--- config.mk ---
export PLATFORM = sky130hd
export DESIGN_NAME = cpu_run_controller
export DESIGN_NICKNAME = d
export VERILOG_FILES = /design/src/rtl/cpu_run_controller_pkg.sv /design/src/rtl/cpu_run_controller_rate_tick.sv /design/src/rtl/cpu_run_controller.sv
export SDC_FILE = /design/constraint.sdc
export NUM_CORES = 1
export LEC_CHECK = 0
export ABC_AREA = 1
export BUFFER_PORTS_ARGS = -buffer_cell sky130_fd_sc_hd__buf_4
export CORE_ASPECT_RATIO = 0.8
export CORE_MARGIN = 2
export CORE_UTILIZATION = 55
export DETAILED_ROUTE_END_ITERATION = 6
export PLACE_DENSITY_LB_ADDON = 0.12
export SETUP_SLACK_MARGIN = 0.5
export SLEW_MARGIN = 30
export SYNTH_ARGS = -nofsm -noshare
export SYNTH_HDL_FRONTEND = slang
export SYNTH_HIERARCHICAL = 1
export SYNTH_SLANG_ARGS = --single-unit
export TNS_END_PERCENT = 5
--- constraint.sdc ---
create_clock -name clk -period 2.2 [get_ports clk]
set_input_delay 0.11 -clock clk [delete_from_list [all_inputs] [get_ports clk]]
set_output_delay 0.11 -clock clk [all_outputs]
set_load 0.05 [all_outputs]
--- src/rtl/cpu_run_controller_pkg.sv ---
// Shared definitions for the CPU run controller.
// Contents: mode encoding (as seen on the state output), step counter width and
// burst counter width.

package cpu_run_controller_pkg;

  // The encoding is visible on the state output, so the values are fixed.
  typedef enum logic [1:0] {
    ST_HALT  = 2'd0,
    ST_RUN   = 2'd1,
    ST_BURST = 2'd2,
    ST_TRAP  = 2'd3
  } run_state_e;

  localparam int unsigned STEP_COUNT_W = 16;
  localparam int unsigned BURST_CNT_W  = 16;

endpackage

--- src/rtl/cpu_run_controller_rate_tick.sv ---
// Free-running rate counter that produces the RUN-mode step tick.
// Ports:
//   i_clk    - system clock
//   i_rst_n  - asynchronous active-low reset, clears the count
//   i_clr    - synchronous clear to 0, wins over i_en
//   i_en     - count enable
//   o_tick   - high while enabled and the count is all-ones

module cpu_run_controller_rate_tick
  import cpu_run_controller_pkg::*;
#(
  parameter int unsigned RATE_WIDTH = 18
) (
  input  logic i_clk,
  input  logic i_rst_n,
  input  logic i_clr,
  input  logic i_en,
  output logic o_tick
);

  logic [RATE_WIDTH-1:0] r_count;

  always_ff @(posedge i_clk or negedge i_rst_n) begin
    if (!i_rst_n) begin
      r_count <= '0;
    end else if (i_clr) begin
      r_count <= '0;
    end else if (i_en) begin
      r_count <= r_count + RATE_WIDTH'(1);
    end
  end

  // Gated with the enable so a count parked at all-ones while idle never ticks.
  assign o_tick = i_en && (r_count == '1);

endmodule

--- src/rtl/cpu_run_controller.sv ---
// Execution controller for the pipelined CPU: sequences the CPU clock enable in
// HALT / RUN / BURST / TRAP modes from one-pulsed button events, and owns the VGA
// debug page selector.
// Ports:
//   clk        - system clock
//   reset      - asynchronous active-low reset
//   btn_run    - pulse: toggle run/halt, abort a burst
//   btn_burst  - pulse: start a burst of BURST enables (from HALT)
//   btn_step   - pulse: single enable (from HALT)
//   btn_page   - pulse: advance VGA page, works in every mode
//   halt_req   - level from CPU: forces TRAP, left only by reset
//   cpu_en     - registered CPU clock enable
//   state      - current mode (0 HALT, 1 RUN, 2 BURST, 3 TRAP)
//   page       - current VGA page, 0..PAGE_COUNT-1
//   step_count - count of cpu_en cycles since reset, wrapping

module cpu_run_controller
  import cpu_run_controller_pkg::*;
#(
  parameter int unsigned RATE_WIDTH = 18,
  parameter int unsigned BURST      = 16,
  parameter int unsigned PAGE_COUNT = 4
) (
  input  logic                    clk,
  input  logic                    reset,
  input  logic                    btn_run,
  input  logic                    btn_burst,
  input  logic                    btn_step,
  input  logic                    btn_page,
  input  logic                    halt_req,
  output logic                    cpu_en,
  output logic [1:0]              state,
  output logic [1:0]              page,
  output logic [STEP_COUNT_W-1:0] step_count
);

  localparam logic [1:0]             PageLast  = 2'(PAGE_COUNT - 1);
  localparam logic [BURST_CNT_W-1:0] BurstLoad = BURST_CNT_W'(BURST);

  run_state_e              r_state, w_state_d;
  logic                    r_cpu_en, w_cpu_en_d;
  logic [BURST_CNT_W-1:0]  r_burst, w_burst_d;
  logic [1:0]              r_page, w_page_d;
  logic [STEP_COUNT_W-1:0] r_steps;
  logic                    w_rate_clr;
  logic                    w_rate_en;
  logic                    w_rate_tick;

  assign w_rate_en = (r_state == ST_RUN);

  cpu_run_controller_rate_tick #(
    .RATE_WIDTH(RATE_WIDTH)
  ) u_rate_tick (
    .i_clk  (clk),
    .i_rst_n(reset),
    .i_clr  (w_rate_clr),
    .i_en   (w_rate_en),
    .o_tick (w_rate_tick)
  );

  always_ff @(posedge clk or negedge reset) begin
    if (!reset) begin
      r_state  <= ST_HALT;
      r_cpu_en <= 1'b0;
      r_burst  <= '0;
      r_page   <= 2'd0;
      r_steps  <= '0;
    end else begin
      r_state  <= w_state_d;
      r_cpu_en <= w_cpu_en_d;
      r_burst  <= w_burst_d;
      r_page   <= w_page_d;
      if (r_cpu_en) begin
        r_steps <= r_steps + STEP_COUNT_W'(1);
      end
    end
  end

  // Priority: halt_req > btn_run > btn_burst > btn_step; losers are dropped.
  always_comb begin
    w_state_d  = r_state;
    w_cpu_en_d = 1'b0;
    w_burst_d  = r_burst;
    w_rate_clr = 1'b0;
    if (halt_req) begin
      w_state_d = ST_TRAP;
    end else begin
      unique case (r_state)
        ST_HALT: begin
          if (btn_run) begin
            w_state_d  = ST_RUN;
            w_rate_clr = 1'b1;
          end else if (btn_burst) begin
            w_state_d  = ST_BURST;
            w_burst_d  = BurstLoad;
            w_cpu_en_d = 1'b1;
          end else if (btn_step) begin
            w_cpu_en_d = 1'b1;
          end
        end
        ST_RUN: begin
          if (btn_run) begin
            w_state_d = ST_HALT;
          end else begin
            w_cpu_en_d = w_rate_tick;
          end
        end
        ST_BURST: begin
          if (btn_run) begin
            w_state_d = ST_HALT;
          end else begin
            w_burst_d = r_burst - BURST_CNT_W'(1);
            // Counter at 1 marks the last enabled cycle of the burst.
            if (r_burst == BURST_CNT_W'(1)) begin
              w_state_d = ST_HALT;
            end else begin
              w_cpu_en_d = 1'b1;
            end
          end
        end
        ST_TRAP: begin
          w_state_d = ST_TRAP;
        end
        default: begin
          w_state_d = ST_HALT;
        end
      endcase
    end
  end

  always_comb begin
    w_page_d = r_page;
    if (btn_page) begin
      w_page_d = (r_page == PageLast) ? 2'd0 : r_page + 2'd1;
    end
  end

  assign cpu_en     = r_cpu_en;
  assign state      = r_state;
  assign page       = r_page;
  assign step_count = r_steps;

endmodule

==> results by group <==
Logic synthesis
  • Number of synthesized flops with an enable pin: 0
  • Synth Area in Compound Gates: 0.0609
  • Post-synthesis adder-cell area fraction: 0.0202
  • Ys flop type: dfrtp_1
  • Unique masters post-synth: 35
  • Xor/xnor share of the synthesized area: 0.0452
  • Synth Instances: 400
  • Register area share after synthesis: 0.444
  • Mean Syn Cell Area: 7.75 µm²
  • Largest family of logic cells by synthesized area: simple AND/OR/NAND/NOR gates
  • Post-synthesis async set-or-reset flop share: 1.00
  • Mux share of post-synthesis cell area: 0.00726
  • Syn Nets: 412
  • Post-synthesis cell area: 3100 µm²
  • #FFs+latches synth: 55
  • Synth Warn #: 6
  • Synth Area in Simple Gates: 0.347

Drt
  • Detailed Route WL: 6300 µm
  • Router iterations before antenna repair: 5
  • Initial DRC Count: 195
  • Wire per inst: 12.1 µm
  • DRT antenna net count: 0
  • Vias per cell: 5.05
  • Vias: 2626
  • Residual DRC: 0

Global route
  • Vias in the first global route: 2415
  • GRT Overall Usage: 0.212
  • Initial antenna violation count: 0
  • First-pass GRT wire length: 10700 µm
  • Largest net degree at the start of global routing: 56
  • Remaining Overflow, GRT: 0

Critical path
  • Setup crit start kind: flip-flop
  • CP endpoint kind: flip-flop
  • Data arrival, critical path: 1850 ps
  • Setup CP Type: flip-flop to flip-flop
  • Max FO, Critical Path: 5
  • CP Data Required Time: 2400 ps

Floorplan
  • Standard-cell rows: 24
  • Die Y: 71.2 µm
  • Die ar.: 6260 µm²
  • Initial core utilization: 0.570
  • CORE AREA: 5440 µm²
  • Die Wd: 87.9 µm
  • Ports: 28

Place
  • Inst Count DP: 502
  • Pre-CTS setup slack: 489 ps
  • Gp weighted congestion: 0.902
  • PortBufs: 27
  • Dpl cell area: 3380 µm²
  • DP HPWL: 4540 µm

Power and ir drop
  • P_leak: 1.81 nW
  • Pwr Density: 1020 nW/µm²
  • Peak VDD IR: 715 µV
  • Overall power: 3.67 mW

Timing
  • Final slew viol count: 0
  • Final Setup Violations: 0
  • RSZ-0062 raised after global routing: true
  • Setup ws final: 550 ps
  • Slew of the pin with the lowest slew margin: 682 ps
  • Clk_skew: 16.0 ps
  • Final period util: 0.750
  • Fin. Hold Viols: 0
  • FMAX: 0.606 GHz
  • Final Critical Period: 1650 ps
  • Setup TNS: 0 ps
  • Slew HR: 0.545
  • WHS: 110 ps

Final layout
  • Fill cells: 452
  • Share of post-route cells with drive strength above 1: 0.174
  • Finished Core Util: 0.660
  • Fin area: 3590 µm²
  • Commonest cells after routing, fill and taps aside: nand2_1, nor2_1, dfrtp_1, inv_1, buf_4
  • Diode count: 0
  • Commonest non-fill, non-tap cell in the layout: nand2_1
  • Area Overhead vs Synth: 15.7%
  • Final std cells w/o fill: 520
  • NumNets Final: 453

Clock network
  • Clock Sinks: 55
  • TritonCTS clock tree: done
  • Worst-path clk slew: 100 ps
  • Clock root buffer: clkbuf_8
  • H-tree depth: 2
  • Number of CTS-inserted buffers: 5
  • Clock Latency Late Sink: 310 ps
  • Max Root-Sink Buffers: 2

Job
  • Max Cap Viol: 0

Outcome
  • Outcome: finished clean

Hold path
  • Hold Path Class: input port to flip-flop
[logic make-up (layout without fill, tap and decap cells)]
| logic type | count (synthesis) | in the layout |
|---|---|---|
| AOI/OAI and AO/OA | 34 | 34 |
| xor gates and xnor gates | 16 | 16 |
| adders and majority gates | 5 | 5 |
| buffers and inverters | 55 | 97 |
| DFF | 55 | 55 |
| muxes | 2 | 2 |
| and+or+nand+nor | 233 | 233 |
[Yosys cell counts, types with 2 or more instances]
library cell / count / area [µm²]
nor3_1: 6 / 30.0
ha_1: 5 / 62.6
inv_2: 3 / 11.3
buf_6: 2 / 22.5
nand2_1: 101 / 379
dfrtp_1: 55 / 1380
nor2_2: 5 / 31.3
nand3_1: 33 / 165
o21ai_0: 8 / 40.0
nand3_4: 2 / 35.0
a21oi_1: 15 / 75.1
a21boi_1: 2 / 15.0
o21ai_1: 3 / 15.0
xor2_1: 6 / 52.6
xnor2_1: 10 / 87.6
nand4_1: 13 / 81.3
inv_1: 48 / 180
nand2_2: 2 / 12.5
nor2_4: 5 / 56.3
mux2_2: 2 / 22.5
nor2_1: 59 / 221
nand3b_1: 2 / 15.0
[area by class of cell]
type	instances	area (µm²)	area share
Tap cell	78	97.6	0.0272
Clock inverter	2	16.3	0.00453
Clock buffer	6	82.6	0.0230
Multi-Input combinational cell	290	1520	0.424
Timing Repair Buffer	38	294	0.0820
Sequential cell	55	1380	0.384
Inverter	51	196	0.0548
[worst paths after layout]
check / startpoint / cells after the start / slack (ps) / end
worst max-delay path: state[1]$_DFFE_PN0P_ / 8 / 550 / u_rate_tick/r_count[5]$_DFFE_PN0P_
worst min-delay path: btn_run / 4 / 110 / state[1]$_DFFE_PN0P_
worst max register to register: state[1]$_DFFE_PN0P_ / 8 / 550 / u_rate_tick/r_count[5]$_DFFE_PN0P_
worst min register to register: step_count[15]$_DFFE_PN0P_ / 1 / 480 / step_count[15]$_DFFE_PN0P_
max in group asynchronous: reset / 2 / 1320 / state[1]$_DFFE_PN0P_
min in group asynchronous: reset / 2 / 370 / r_burst[2]$_DFFE_PN0P_
[repair_timing]
item,in CTS,in global routing
hold buffers,2,0
cloned,0,0
pin swaps,1,3
gates resized for setup,0,9
endpoints found under the hold margin,56,0
setup buffers,0,8
setup endpoints to repair,2,17
[layer usage]
metal / track usage / share of wire / vias to the layer above
li1: - / - / 1360
met3: 0.0350 / 0.048 / 2
met4: 0.0359 / 0.0038 / 0
met2: 0.323 / 0.44 / 66
met1: 0.324 / 0.51 / 1198
met5: 0 / 0 / -
[worst max-delay path, cell delays in order, from the launching register on]
cell and delay, ps:
dfrtp_2 450, nor2_4 130, nand2_2 100, nor2_4 210
nor2_4 90, nor3_4 240, buf_4 160, a21oi_1 60
o21a_1 110
[where the power goes]
| group | switching [mW] | internal (mW) |
|---|---|---|
| Sequential | 0.251 | 1.25 |
| Combinational | 1.06 | 0.519 |
| Clock | 0.335 | 0.258 |
| Total | 1.64 | 2.03 |
[state kept, by name, indices dropped and copies added (netlist names)]
signal	count
cpu_en	1
page	2
r_burst	16
state	2
step_count	16
u_rate_tick/r_count	18
Power figures use the tool's default switching activity.
